$ cat config.mk
export PLATFORM = sky130hd
export DESIGN_NAME = teclado_scanner_flat
export DESIGN_NICKNAME = d
export VERILOG_FILES = /design/src/rtl/teclado_scanner_pkg.sv /design/src/rtl/teclado_scanner_if.sv /design/src/rtl/teclado_scanner_debounce_frames.sv /design/src/rtl/teclado_scanner.sv /design/src/flat_wrapper.sv
export SDC_FILE = /design/constraint.sdc
export NUM_CORES = 1
export LEC_CHECK = 0
export ABC_AREA = 1
export BUFFER_PORTS_ARGS = -buffer_cell sky130_fd_sc_hd__clkbuf_2
export CAP_MARGIN = 20
export CORE_UTILIZATION = 32
export CTS_CLUSTER_DIAMETER = 40
export CTS_CLUSTER_SIZE = 12
export DETAILED_ROUTE_END_ITERATION = 7
export GPL_TIMING_DRIVEN = 0
export PLACE_DENSITY_LB_ADDON = 0.15
export SLEW_MARGIN = 20
export SYNTH_ARGS = -nofsm -noshare
export SYNTH_HDL_FRONTEND = slang
export SYNTH_SLANG_ARGS = --single-unit
$ cat constraint.sdc
create_clock -name clk -period 5.7 [get_ports clk]
set_input_delay 1.14 -clock clk [delete_from_list [all_inputs] [get_ports clk]]
set_output_delay 1.14 -clock clk [all_outputs]
set_load 0.005 [all_outputs]
$ cat src/rtl/teclado_scanner_pkg.sv
// Key-code constants and the row/column lookup shared by the keypad scanner
// and the calculator that consumes its key stream.
package TECLAS;

   localparam logic [4:0] T_A    = 5'd10;
   localparam logic [4:0] T_B    = 5'd11;
   localparam logic [4:0] T_C    = 5'd12;
   localparam logic [4:0] T_D    = 5'd13;
   localparam logic [4:0] T_ASTE = 5'd14;
   localparam logic [4:0] T_HASH = 5'd15;
   localparam logic [4:0] T_NONE = 5'd31;

   typedef enum logic [1:0] {
      RES_NONE  = 2'd0,
      RES_KEY   = 2'd1,
      RES_MULTI = 2'd2
   } res_kind_e;

   // Code is normalised to T_NONE unless kind is RES_KEY, so whole-struct compares work.
   typedef struct packed {
      res_kind_e  kind;
      logic [4:0] code;
   } frame_res_t;

   function automatic logic [4:0] key_code(input logic [1:0] row, input logic [1:0] col);
      logic [4:0] code;
      case ({row, col})
         4'd0:    code = 5'd1;
         4'd1:    code = 5'd2;
         4'd2:    code = 5'd3;
         4'd3:    code = T_A;
         4'd4:    code = 5'd4;
         4'd5:    code = 5'd5;
         4'd6:    code = 5'd6;
         4'd7:    code = T_B;
         4'd8:    code = 5'd7;
         4'd9:    code = 5'd8;
         4'd10:   code = 5'd9;
         4'd11:   code = T_C;
         4'd12:   code = T_ASTE;
         4'd13:   code = 5'd0;
         4'd14:   code = T_HASH;
         4'd15:   code = T_D;
         default: code = T_NONE;
      endcase
      return code;
   endfunction

endpackage

$ cat src/rtl/teclado_scanner_if.sv
// Keypad-side and key-stream signals of the scanner; slave is the scanner itself.
interface teclado_scanner_if;
   logic [3:0] linhas;
   logic [3:0] colunas;
   logic [4:0] tecla_atual;
   logic       ativo;

   modport master (output linhas, input colunas, input tecla_atual, input ativo);
   modport slave  (input linhas, output colunas, output tecla_atual, output ativo);
endinterface

$ cat src/rtl/teclado_scanner_debounce_frames.sv
// Frame-level debounce: counts identical consecutive frame results and emits one
// press strobe per NONE->KEY transition of the accepted state.
module debounce_frames
   import TECLAS::*;
#(
   parameter int DEBOUNCE_FRAMES = 4
) (
   input  logic       clk,
   input  logic       rst_n,
   input  logic       i_frame_done,
   input  frame_res_t i_res,
   output logic       o_ativo,
   output logic [4:0] o_tecla
);

   localparam int CW = $clog2(DEBOUNCE_FRAMES + 1);

   frame_res_t      r_prev;
   logic [CW-1:0]   r_cnt;
   res_kind_e       r_acc;
   logic            r_ativo;
   logic [4:0]      r_tecla;

   frame_res_t      w_prev_n;
   logic [CW-1:0]   w_cnt_n;
   res_kind_e       w_acc_n;
   logic            w_pulse;
   logic [4:0]      w_tecla_n;

   // Next-state: stability counting, then acceptance against the accepted state.
   always_comb begin
      w_prev_n  = r_prev;
      w_cnt_n   = r_cnt;
      w_acc_n   = r_acc;
      w_pulse   = 1'b0;
      w_tecla_n = r_tecla;
      if (i_frame_done) begin
         if (i_res == r_prev) begin
            if (r_cnt < CW'(DEBOUNCE_FRAMES)) begin
               w_cnt_n = r_cnt + CW'(1);
            end else begin
               w_cnt_n = r_cnt;
            end
         end else begin
            w_cnt_n  = CW'(1);
            w_prev_n = i_res;
         end
         if (w_cnt_n == CW'(DEBOUNCE_FRAMES)) begin
            case (w_prev_n.kind)
               RES_KEY: begin
                  // A different key or a chord held before needs a release first.
                  if (r_acc == RES_NONE) begin
                     w_acc_n   = RES_KEY;
                     w_pulse   = 1'b1;
                     w_tecla_n = w_prev_n.code;
                  end else begin
                     w_acc_n = r_acc;
                  end
               end
               RES_NONE:  w_acc_n = RES_NONE;
               RES_MULTI: w_acc_n = RES_MULTI;
               default:   w_acc_n = r_acc;
            endcase
         end else begin
            w_acc_n = r_acc;
         end
      end else begin
         w_pulse = 1'b0;
      end
   end

   // State and registered outputs.
   always_ff @(posedge clk or negedge rst_n) begin
      if (!rst_n) begin
         r_prev  <= '{kind: RES_NONE, code: T_NONE};
         r_cnt   <= '0;
         r_acc   <= RES_NONE;
         r_ativo <= 1'b0;
         r_tecla <= T_NONE;
      end else begin
         r_prev  <= w_prev_n;
         r_cnt   <= w_cnt_n;
         r_acc   <= w_acc_n;
         r_ativo <= w_pulse;
         r_tecla <= w_tecla_n;
      end
   end

   assign o_ativo = r_ativo;
   assign o_tecla = r_tecla;

endmodule

$ cat src/rtl/teclado_scanner.sv
// 4x4 keypad scanner: row synchroniser, column scan, per-frame row accumulation
// and frame-level debounce producing the tecla_atual/ativo key stream.
module teclado_scanner
   import TECLAS::*;
#(
   parameter int SCAN_DIV        = 16,
   parameter int DEBOUNCE_FRAMES = 4
) (
   input  logic               clk,
   input  logic               rst_n,
   teclado_scanner_if.slave   kp
);

   localparam int SW = (SCAN_DIV > 1) ? $clog2(SCAN_DIV) : 1;

   logic [3:0]    r_sync1;
   logic [3:0]    r_sync2;
   logic [SW-1:0] r_slot;
   logic [1:0]    r_col;
   logic [3:0]    r_colunas;
   logic [1:0]    r_acc_cnt;
   logic [4:0]    r_acc_code;

   logic          w_sample;
   logic          w_frame_done;
   logic [1:0]    w_cnt;
   logic [4:0]    w_code;
   frame_res_t    w_res;

   assign w_sample     = (r_slot == SW'(SCAN_DIV - 1));
   assign w_frame_done = w_sample && (r_col == 2'd3);

   // Merge this column's low rows into the running frame (count saturates at 2 = chord).
   always_comb begin
      w_cnt  = r_acc_cnt;
      w_code = r_acc_code;
      for (int r = 0; r < 4; r++) begin
         if (!r_sync2[r]) begin
            if (w_cnt == 2'd0) begin
               w_code = key_code(2'(r), r_col);
            end else begin
               w_code = w_code;
            end
            if (w_cnt != 2'd2) begin
               w_cnt = w_cnt + 2'd1;
            end else begin
               w_cnt = w_cnt;
            end
         end else begin
            w_cnt = w_cnt;
         end
      end
   end

   // Classify the completed frame.
   always_comb begin
      w_res = '{kind: RES_NONE, code: T_NONE};
      case (w_cnt)
         2'd0:    w_res = '{kind: RES_NONE,  code: T_NONE};
         2'd1:    w_res = '{kind: RES_KEY,   code: w_code};
         default: w_res = '{kind: RES_MULTI, code: T_NONE};
      endcase
   end

   // Row synchroniser.
   always_ff @(posedge clk or negedge rst_n) begin
      if (!rst_n) begin
         r_sync1 <= 4'b1111;
         r_sync2 <= 4'b1111;
      end else begin
         r_sync1 <= kp.linhas;
         r_sync2 <= r_sync1;
      end
   end

   // Slot counter and column shifter.
   always_ff @(posedge clk or negedge rst_n) begin
      if (!rst_n) begin
         r_slot    <= '0;
         r_col     <= 2'd0;
         r_colunas <= 4'b1110;
      end else if (w_sample) begin
         r_slot    <= '0;
         r_col     <= r_col + 2'd1;
         r_colunas <= {r_colunas[2:0], r_colunas[3]};
      end else begin
         r_slot    <= r_slot + SW'(1);
      end
   end

   // Frame accumulator, cleared after the c3 sample hands the frame to debounce.
   always_ff @(posedge clk or negedge rst_n) begin
      if (!rst_n) begin
         r_acc_cnt  <= 2'd0;
         r_acc_code <= T_NONE;
      end else if (w_frame_done) begin
         r_acc_cnt  <= 2'd0;
         r_acc_code <= T_NONE;
      end else if (w_sample) begin
         r_acc_cnt  <= w_cnt;
         r_acc_code <= w_code;
      end else begin
         r_acc_cnt  <= r_acc_cnt;
      end
   end

   debounce_frames #(.DEBOUNCE_FRAMES(DEBOUNCE_FRAMES)) u_debounce (
      .clk          (clk),
      .rst_n        (rst_n),
      .i_frame_done (w_frame_done),
      .i_res        (w_res),
      .o_ativo      (kp.ativo),
      .o_tecla      (kp.tecla_atual)
   );

   assign kp.colunas = r_colunas;

endmodule
$ cat src/flat_wrapper.sv
// flat-port wrapper written by rule: the top's interface ports become plain ports
module teclado_scanner_flat import TECLAS::*;
#(
   parameter int SCAN_DIV        = 16,
   parameter int DEBOUNCE_FRAMES = 4
)
  (clk, rst_n, kp_linhas, kp_colunas, kp_tecla_atual, kp_ativo);
  teclado_scanner_if kp_i ();
  input  logic clk;
  input  logic rst_n;
  input wire logic [$bits(kp_i.linhas)-1:0] kp_linhas;
  output wire logic [$bits(kp_i.colunas)-1:0] kp_colunas;
  output wire logic [$bits(kp_i.tecla_atual)-1:0] kp_tecla_atual;
  output wire logic [$bits(kp_i.ativo)-1:0] kp_ativo;
  assign kp_i.linhas = kp_linhas;
  assign kp_colunas = kp_i.colunas;
  assign kp_tecla_atual = kp_i.tecla_atual;
  assign kp_ativo = kp_i.ativo;
  teclado_scanner #(.SCAN_DIV(SCAN_DIV), .DEBOUNCE_FRAMES(DEBOUNCE_FRAMES)) u_core (.clk(clk), .rst_n(rst_n), .kp(kp_i));
endmodule
* Word-level counts from Yosys, hierarchy flattened *
Cells that the tools add are included.

storage, ports and cells
  register bits = 43
  input port bits = 6
  output and inout bits = 10
  word-level logic and storage cells = 85

operators by class
  add/subtract/negate cells = 7
  magnitude comparators = 1
  eq/ne operators = 14
  mux-type cells = 37
  reduce and logical (&&, ||, !) cells = 13

operator list
  operator               number
  $pmux W5 S4            4
  $mux W5                10
  $mux W2                11
  $logic_not A2 Y1       8
  $mux W7                2
  $pmux W7 S2            1
  $add A2 B1 Y2 const B  5
  $ne A2 B2 Y1 const B   5
  $mux W3                3
  $reduce_and A4 Y1      2
  $eq A7 B7 Y1           1
  $eq A2 B1 Y1 const B   3
  $eq A2 B2 Y1 const B   3
  $pmux W2 S3            1
  $add A4 B1 Y4 const B  1
  $eq A4 B4 Y1 const B   1
  $mux W1                4
  $mux W4                1
  $add A3 B1 Y3 const B  1
  $eq A3 B3 Y1 const B   1
  $lt A3 B3 Y1 const B   1
  $reduce_bool A3 Y1     1
  $reduce_bool A2 Y1     1
  $logic_and A1 B1 Y1    1

* Depth between registers and ports, before layout *
Gate-level depths: netlist (run 1).

  depth after elaboration = 21
  depth in mapped cells = 23
  gate-level depth less buffers = 22

* By module *
A second synthesis (run 1) with hierarchy kept.

unflattened totals
  cells, all modules = 325
  area, all modules = 2,541.2 sq um

modules (own cells, without submodules)
  module           instances  cells an instance  area each (sq um)  seq. area each (sq um)
  teclado_scanner  1          200                1,562.7            645.6
  debounce_frames  1          125                978.4              462.9

* Least setup slack after synthesis (run 1) *
Ideal clock, no wire load.

  kind = register to register
  from = register u_core.r_acc_cnt[0]
  to = register u_core.u_debounce.r_acc[0]
  library setup time = 0.120 ns
  data arrival time = 2.753 ns
  data required time = 5.580 ns
  slack = 2.828 ns
  cell stages (with the launch flop) = 21
  buffers on the path = 1
  clock period less this slack = 2.872 ns
  cell sequence = dfrtp_1 inv_1 ha_1 nand2_4 nand3_2 nor2_4 o21ai_1 xnor2_1 ha_1 or2_2 nand2_2 nor2_8 buf_6 nand3_1 nand2_1 nor2_1 nand3_2 nor2_4 nand4_1 nand2_1 nand2_1

on the way
  longest elaborated chain between the ends = 20
  elaborated cells on any way between the ends = 44
  those cells by class = add/sub: 4; eq/ne: 10; mux: 22; reduce/logical: 8

RTL lines
  element                                                              line                                          text
  start, declared                                                      teclado_scanner.sv:21                         logic [1:0] r_acc_cnt;
  start signal, assigned                                               teclado_scanner.sv:100                        r_acc_cnt <= w_cnt;
  start signal, assigned                                               teclado_scanner.sv:103                        r_acc_cnt <= r_acc_cnt;
  $add A2 B1 Y2 or $ne A2 B2 Y1 (tied branches)                        teclado_scanner.sv:45, teclado_scanner.sv:44
  $mux W2                                                              teclado_scanner.sv:44                         if (w_cnt != 2'd2) begin
  $mux W2                                                              teclado_scanner.sv:38                         if (!r_sync2[r]) begin
  $add A2 B1 Y2 or $ne A2 B2 Y1 (tied branches)                        teclado_scanner.sv:45, teclado_scanner.sv:44
  $mux W2                                                              teclado_scanner.sv:44
  $mux W2                                                              teclado_scanner.sv:38
  $add A2 B1 Y2 or $ne A2 B2 Y1 (tied branches)                        teclado_scanner.sv:45, teclado_scanner.sv:44
  $mux W2                                                              teclado_scanner.sv:44
  [4 not listed]                                                       --
  $eq A2 B1 Y1 or $logic_not A2 Y1 (tied branches)                     teclado_scanner.sv:58                         case (w_cnt)
  $pmux W7 S2 *                                                        teclado_scanner.sv:58
  $eq A7 B7 Y1                                                         teclado_scanner_debounce_frames.sv:38         if (i_res == r_prev) begin
  $mux W7                                                              teclado_scanner_debounce_frames.sv:38
  $mux W7                                                              teclado_scanner_debounce_frames.sv:37         if (i_frame_done) begin
  $eq A2 B1 Y1, or another cell as far along                           teclado_scanner_debounce_frames.sv:49         case (w_prev_n.kind)
  $ne A2 B2 Y1 (no source line) or $reduce_bool A3 Y1 (tied branches)  --
  $reduce_and A4 Y1 (no source line)                                   --
  end signal, assigned                                                 teclado_scanner_debounce_frames.sv:83         r_acc <= w_acc_n;
  end, declared                                                        teclado_scanner_debounce_frames.sv:20         res_kind_e r_acc;

Every way passes the cells marked *; elsewhere a longest branch is shown, timed or not. The select of a mux whose other input is x is not followed.
A chain may end at the register's enable or synchronous reset.

* Worst setup path after layout (run 1) *
  from = register u_core.r_acc_cnt[0]
  to = register u_core.u_debounce.r_tecla[3], in the netlist u_core.u_debounce.o_tecla[3]

on the way
  longest elaborated chain between the ends = 19
  elaborated cells on any way between the ends = 39
  those cells by class = add/sub: 4; eq/ne: 8; mux: 21; reduce/logical: 6

RTL lines
  element                                           line                                                                          text
  $add A2 B1 Y2 or $ne A2 B2 Y1 (tied branches)     teclado_scanner.sv:45, teclado_scanner.sv:44
  $mux W2                                           teclado_scanner.sv:44
  $mux W2                                           teclado_scanner.sv:38
  $add A2 B1 Y2 or $ne A2 B2 Y1 (tied branches)     teclado_scanner.sv:45, teclado_scanner.sv:44
  $mux W2                                           teclado_scanner.sv:44
  $mux W2                                           teclado_scanner.sv:38
  $add A2 B1 Y2 or $ne A2 B2 Y1 (tied branches)     teclado_scanner.sv:45, teclado_scanner.sv:44
  $mux W2                                           teclado_scanner.sv:44
  [3 not listed]                                    --
  $mux W2                                           teclado_scanner.sv:38
  $eq A2 B1 Y1 or $logic_not A2 Y1 (tied branches)  teclado_scanner.sv:58
  $pmux W7 S2 *                                     teclado_scanner.sv:58
  $eq A7 B7 Y1                                      teclado_scanner_debounce_frames.sv:38
  $mux W3 or $mux W7 (tied branches)                teclado_scanner_debounce_frames.sv:38
  $mux W3 or $mux W7 (tied branches)                teclado_scanner_debounce_frames.sv:37
  $eq A3 B3 Y1 or $eq A2 B1 Y1 (tied branches)      teclado_scanner_debounce_frames.sv:48, teclado_scanner_debounce_frames.sv:49
  $reduce_and A4 Y1 (no source line)                --
  end signal, assigned                              teclado_scanner_debounce_frames.sv:85                                         r_tecla <= w_tecla_n;
  end, declared                                     teclado_scanner_debounce_frames.sv:22                                         logic [4:0] r_tecla;

Marked as above.

==> impl_metrics.json, run 1 <==
{
  "status": "complete, no violations",
  "routed_wl_um": 4920,
  "nets": 340,
  "cp-end-kind": "register",
  "slowest_stage": "dfrtp_1",
  "grt_pass1_vias": 1924,
  "comb_power_share_pct": 39.9,
  "clk_pin_slew_ps": 80,
  "clock-sinks": 43,
  "reg2reg_to": "u_core.u_debounce.o_tecla[3]",
  "ys_warn_count": 0,
  "finalSetupViolCount": 0,
  "io_pins": 16,
  "numCtsBuffers": 5,
  "crit_required_ps": 5940,
  "gp_congestion": 0.831,
  "drc": 0,
  "post-place-ws_ps": 2500,
  "final_antenna_net_count": 0,
  "finalHoldViolations": 0,
  "antenna_found_initial": 0,
  "start_kind": "register",
  "rows": 31,
  "path_cells": "inv_1 > ha_1 > nand2_4 > nand3_2 > nor2_4 > o21ai_1 > xnor2_1 > ha_1 > or2_2 > nand2_2 > nor2_8 > buf_6 > nand3_1 > nand2_1 > nor2_1 > nand4_1 > nor2_4 > nand4_1 > nand2_1",
  "clk_latency_ps": 290,
  "synth-seq-cells": 43,
  "cts_buffer_depth": 2,
  "core_area_um2": 7370,
  "power_density_nw_per_um2": 354,
  "period_share_pct": 56.3,
  "seq_area_frac_synth_pct": 44.6,
  "dp.cells": 416,
  "rsz0062_at_grt": "no",
  "drv_cap": 0,
  "synth_top_cell_area_share_pct": 27.5,
  "maxSlewHeadroom_pct": 48.2,
  "synth_common_cells": "85 x nand2_1, 36 x inv_1, 27 x nand3_1",
  "final_util_pct": 38.1,
  "grt_max_degree": 44,
  "drt_iter0_markers": 71,
  "rrSetupSlack_ps": 2490,
  "async_flop_share_pct": 100,
  "initial_core_util_pct": 33.7,
  "port_buffers": 15,
  "setup_tns_ps": 0,
  "internal_power_w": 0.000616,
  "power_frac_seq_pct": 35.4,
  "post-synth-top-count-cell": "nand2_1",
  "post-route-min-period_ps": 3210,
  "worstRegToRegCells": 19,
  "area_growth_pct": 12.8,
  "synth_fp_nets": 318,
  "htree_levels": 2,
  "holdBufCountCts": 0,
  "cts_resized": 0,
  "max_freq_ghz": 0.312,
  "yosysUniqueCellTypes": 28,
  "cts_tree": "done",
  "setup_ws_ps": 2490,
  "slew_viol_final": 0,
  "r2r-start": "u_core.r_acc_cnt[0]",
  "yosysTopAreaCell": "dfstp_2",
  "cp_max_fo": 10,
  "synth-main-ff-cell": "dfstp_2",
  "grt.total_usage_pct": 13.4,
  "syn_area_um2": 2490,
  "dp_hpwl_um": 3760,
  "cp.arrival_ps": 3440,
  "p_leak_nw": 1.36,
  "worstMarginPinSlew_ps": 778,
  "layout.cells.non_filler": 424,
  "die_area_um2": 8130,
  "critPathMaxStageDelay_ps": 380,
  "crit_type": "reg2reg",
  "syn_area_per_cell_um2": 8.23,
  "finalClockSkew_ps": 7.85,
  "final_layout_size_suffix_gt1_share_pct": 27.7,
  "netlist_top_cells_area": "dfstp_2 27%, dfrtp_1 17%, nand2_1 13%",
  "insertedDiodeCount": 0,
  "grt_pass1_wl_um": 8770,
  "power.share.clock_pct": 24.7,
  "die_y_um": 90.1,
  "vias": 1962,
  "wl_per_cell_um": 11.6,
  "routed_via_density": 4.63,
  "synth_cells": 302,
  "min_path_type": "reg2reg",
  "cp-startpoint": "u_core.r_acc_cnt[0]",
  "cts-root-buf": "clkbuf_8",
  "postCtsSetupRepairBufs": 0,
  "irDropWorstVdd_v": 0.000131,
  "dieWidth_um": 90.1,
  "crit_end": "u_core.u_debounce.o_tecla[3]",
  "synth_edf_count": 0,
  "drt_pass1_iterations": 4,
  "p_switching_w": 0.000377,
  "switching_share_pct": 37.9,
  "overflow": 0
}
[cells by family after synthesis]
| family | synth area share, % |
|---|---|
| DFF | 44.6 |
| xor gates and xnor gates | 1.76 |
| buffers and inverters | 6.64 |
| adders and majority gates | 5.03 |
| and+or+nand+nor | 35.0 |
| AOI/OAI and AO/OA | 6.95 |
[flip-flops by register name, indices dropped and copies added, names as in the netlist, 2 cells and up]
| register | flops |
|---|---|
| u_core.u_debounce.r_prev | 7 |
| u_core.r_sync2 | 4 |
| u_core.kp.colunas | 4 |
| u_core.r_acc_cnt | 2 |
| u_core.u_debounce.r_cnt | 3 |
| u_core.r_acc_code | 5 |
| u_core.r_col | 2 |
| u_core.u_debounce.r_acc | 2 |
| u_core.r_slot | 4 |
| u_core.u_debounce.o_tecla | 5 |
| u_core.r_sync1 | 4 |
[layout make-up]
| type | instances | area, um2 |
|---|---|---|
| Inverter | 39 | 146 |
| Timing Repair Buffer | 15 | 77.6 |
| Fill cell | 797 | 4560 |
| Clock buffer | 6 | 82.6 |
| Multi-Input combinational cell | 217 | 1210 |
| Clock inverter | 2 | 35.0 |
| Buffer | 3 | 18.8 |
| Tap cell | 99 | 124 |
| Sequential cell | 43 | 1110 |
[layer usage]
| layer | up-vias | wire (um) | GRT usage (%) |
|---|---|---|---|
| met5 | - | 0 | 0 |
| met4 | 0 | 95 | 4.57 |
| met3 | 8 | 119 | 2.71 |
| met2 | 24 | 2250 | 22.1 |
| met1 | 917 | 2450 | 17.3 |
| li1 | 1013 | - | - |
[stage by stage]
stage / hold slack (ps) / total power [W] / cell area, um2
after detailed placement: 349 / 0.000756 / 2690
after global routing: 366 / 0.00108 / 2810
after global placement: 347 / 0.000751 / 2690
after CTS: 361 / 0.00101 / 2800
final: 358 / 0.000993 / 2810
after floorplan: 345 / 0.000680 / 2490
[power by group through the flow]
| stage | clock network (W) | logic, W | registers, W |
|---|---|---|---|
| final | 0.000246 | 0.000396 | 0.000352 |
| after floorplan | 0 | 0.000326 | 0.000354 |
| after global placement | 0 | 0.000394 | 0.000357 |
| after detailed placement | 0 | 0.000398 | 0.000357 |
| after global routing | 0.000268 | 0.000453 | 0.000354 |
| after CTS | 0.000256 | 0.000400 | 0.000352 |
[worst max-delay path, delay by kind of cell, from the launching register on]
kind | cells | cell delay, ps
buf+inv | 2 | 260
fa+ha+maj | 2 | 450
flops | 1 | 380
xor+xnor | 1 | 140
compound gates | 1 | 120
simple gates | 13 | 1800
[worst min-delay path by stage]
stage | startpoint | end | slack, ps | cells past startpoint
3_3_place_gp | u_core.r_sync1[3] | u_core.r_sync2[3] | 350 | 0
2_1_floorplan | u_core.r_sync1[0] | u_core.r_sync2[0] | 350 | 0
3_5_place_dp | u_core.r_sync1[3] | u_core.r_sync2[3] | 350 | 0
5_1_grt | u_core.r_sync1[0] | u_core.r_sync2[0] | 370 | 0
6_report | u_core.r_sync1[3] | u_core.r_sync2[3] | 360 | 0
4_1_cts | u_core.r_sync1[0] | u_core.r_sync2[0] | 360 | 0
[layout by cell type, fill, tap and decap left out, types with 5 or more instances in the layout]
cell / n
nand4_1: 8
clkbuf_8: 6
clkbuf_2: 14
nand3_2: 5
a21oi_1: 6
nand3_1: 27
o21ai_0: 21
nand2_2: 16
nor2_1: 13
dfstp_2: 26
ha_1: 10
nand2_1: 85
inv_1: 36
dfrtp_1: 17
(Power assumes the default switching activity.)
==> run 2: changes to the inputs <==
==> constraint.sdc (replaced) <==
create_clock -name clk -period 3.3 [get_ports clk]
set_input_delay 0.66 -clock clk [delete_from_list [all_inputs] [get_ports clk]]
set_output_delay 0.66 -clock clk [all_outputs]
set_load 0.005 [all_outputs]
==> impl_metrics.json, run 2 (synthesized netlist as in run 1, its figures left out) <==
{
  "critPathMaxStageDelay_ps": 360,
  "path_delay_family": "simple AND/OR/NAND/NOR gates",
  "cp-end-kind": "register",
  "finalHoldViolations": 0,
  "largest_reg_flops": 7,
  "vias": 1989,
  "slew_viol_final": 0,
  "grt.total_usage_pct": 13.4,
  "antenna_found_initial": 0,
  "htree_levels": 2,
  "cp.arrival_ps": 3290,
  "overflow": 0,
  "drt_pass1_iterations": 4,
  "final_util_pct": 39.3,
  "max_freq_ghz": 0.328,
  "crit_type": "reg2reg",
  "reg2reg_to": "u_core.u_debounce.o_tecla[3]",
  "gp_congestion": 0.831,
  "numCtsBuffers": 5,
  "routed_via_density": 4.65,
  "start_kind": "register",
  "irDropWorstVdd_v": 0.000226,
  "maxSlewHeadroom_pct": 49.9,
  "cts_buffer_depth": 2,
  "post-route-min-period_ps": 3050,
  "worstMarginPinSlew_ps": 752,
  "path_cells": "inv_2 > ha_4 > nand2_4 > nand3_4 > nor2_4 > o21ai_1 > nand3_2 > ha_1 > or2_2 > nand2_4 > nor2_8 > clkbuf_16 > nand2_1 > nand3_1 > nor2_2 > nand4_1 > nor2_4 > nand4_1 > nand2_1",
  "dieWidth_um": 90.1,
  "final_antenna_net_count": 0,
  "final_layout_size_suffix_gt1_share_pct": 31.0,
  "layout_common_cells": "82 x nand2_1, 34 x inv_1, 26 x nand3_1, 26 x dfstp_2, 21 x o21ai_0",
  "worstRegToRegCells": 19,
  "grt_pass1_wl_um": 8770,
  "clk_pin_slew_ps": 80,
  "dp_hpwl_um": 3760,
  "crit_buf_inv": 2,
  "crit_required_ps": 3540,
  "finalClockSkew_ps": 7.83,
  "slowest_stage": "dfrtp_1",
  "rows": 31,
  "cts_tree": "done",
  "clock-sinks": 43,
  "nets": 344,
  "wl_per_cell_um": 11.8,
  "cts-root-buf": "clkbuf_8",
  "grt_pass1_vias": 1924,
  "io_pins": 16,
  "holdBufCountCts": 0,
  "insertedDiodeCount": 0,
  "die_area_um2": 8130,
  "area_growth_pct": 16.5,
  "min_path_type": "in2async",
  "drv_cap": 0,
  "initial_core_util_pct": 33.7,
  "drt_iter0_markers": 80,
  "regMostFlops": "u_core.u_debounce.r_prev",
  "rrSetupSlack_ps": 250,
  "r2r-start": "u_core.r_acc_cnt[0]",
  "p_leak_nw": 1.39,
  "power_density_nw_per_um2": 628,
  "period_share_pct": 92.5,
  "setup_tns_ps": 0,
  "final_common_cell": "nand2_1",
  "drc": 0,
  "grt_max_degree": 44,
  "die_y_um": 90.1,
  "cp_max_fo": 7,
  "status": "complete, no violations",
  "clk_latency_ps": 290,
  "core_area_um2": 7370,
  "routed_wl_um": 5040,
  "port_buffers": 15,
  "finalSetupViolCount": 0
}
-- run 2: how the worst max path moves through the flow --
stage | startpoint | to | slack, ps | depth (start not counted)
after floorplan | u_core.r_acc_cnt[0] | u_core.u_debounce.r_acc[0] | 430 | 20
final | u_core.r_acc_cnt[0] | u_core.u_debounce.o_tecla[3] | 250 | 19
after global routing | u_core.r_acc_cnt[0] | u_core.u_debounce.o_tecla[3] | -30 | 21
after CTS | u_core.r_acc_cnt[0] | u_core.u_debounce.o_tecla[3] | 70 | 19
after detailed placement | u_core.r_acc_cnt[0] | u_core.u_debounce.o_tecla[3] | 100 | 19
after global placement | u_core.r_acc_cnt[0] | u_core.u_debounce.r_acc[1] | 130 | 20
-- run 2: repair_timing --
item                                    in CTS  in global routing
buffers inserted                             0                  3
endpoints found under the setup margin       0                 10
resized for setup                            0                 11
-- run 2: layout make-up --
cell class	count	area, um2
well taps	99	124
clock inverters	2	35.0
fillers	792	4470
clock buffers	6	82.6
flip-flops and latches	43	1110
plain buffers	3	22.5
multi-input cells	217	1250
inverters	39	146
repair buffers	19	125
-- run 2: metal layers --
metal / GRT usage, % / vias to the layer above / part of all wire, % / wire length (um)
met5: 0 / - / 0 / 0
met4: 4.57 / 0 / 1.9 / 96
met3: 2.71 / 8 / 2.2 / 109
met2: 22.1 / 18 / 46 / 2330
met1: 17.3 / 937 / 50 / 2500
li1: - / 1026 / - / -
-- run 2: per-stage QoR --
stage               worst slack, ps  instances  total power [W]  instance area [um2]  hold WS (ps)
floorplan                       428        302          0.00118                 2490           345
global placement                131        416          0.00130                 2690           347
detailed placement              101        416          0.00131                 2690           349
finish                          247        428          0.00182                 2900           354
global route                  -30.6        428          0.00196                 2900           366
CTS                            68.2        424          0.00174                 2800           361
-- run 2: report_power, final --
group | internal (W) | leakage, nW | switching (W)
clock network | 0.000245 | 0.0612 | 0.000180
registers | 0.000589 | 0.490 | 0.0000207
logic | 0.000298 | 0.838 | 0.000486
total | 0.00113 | 1.39 | 0.000687
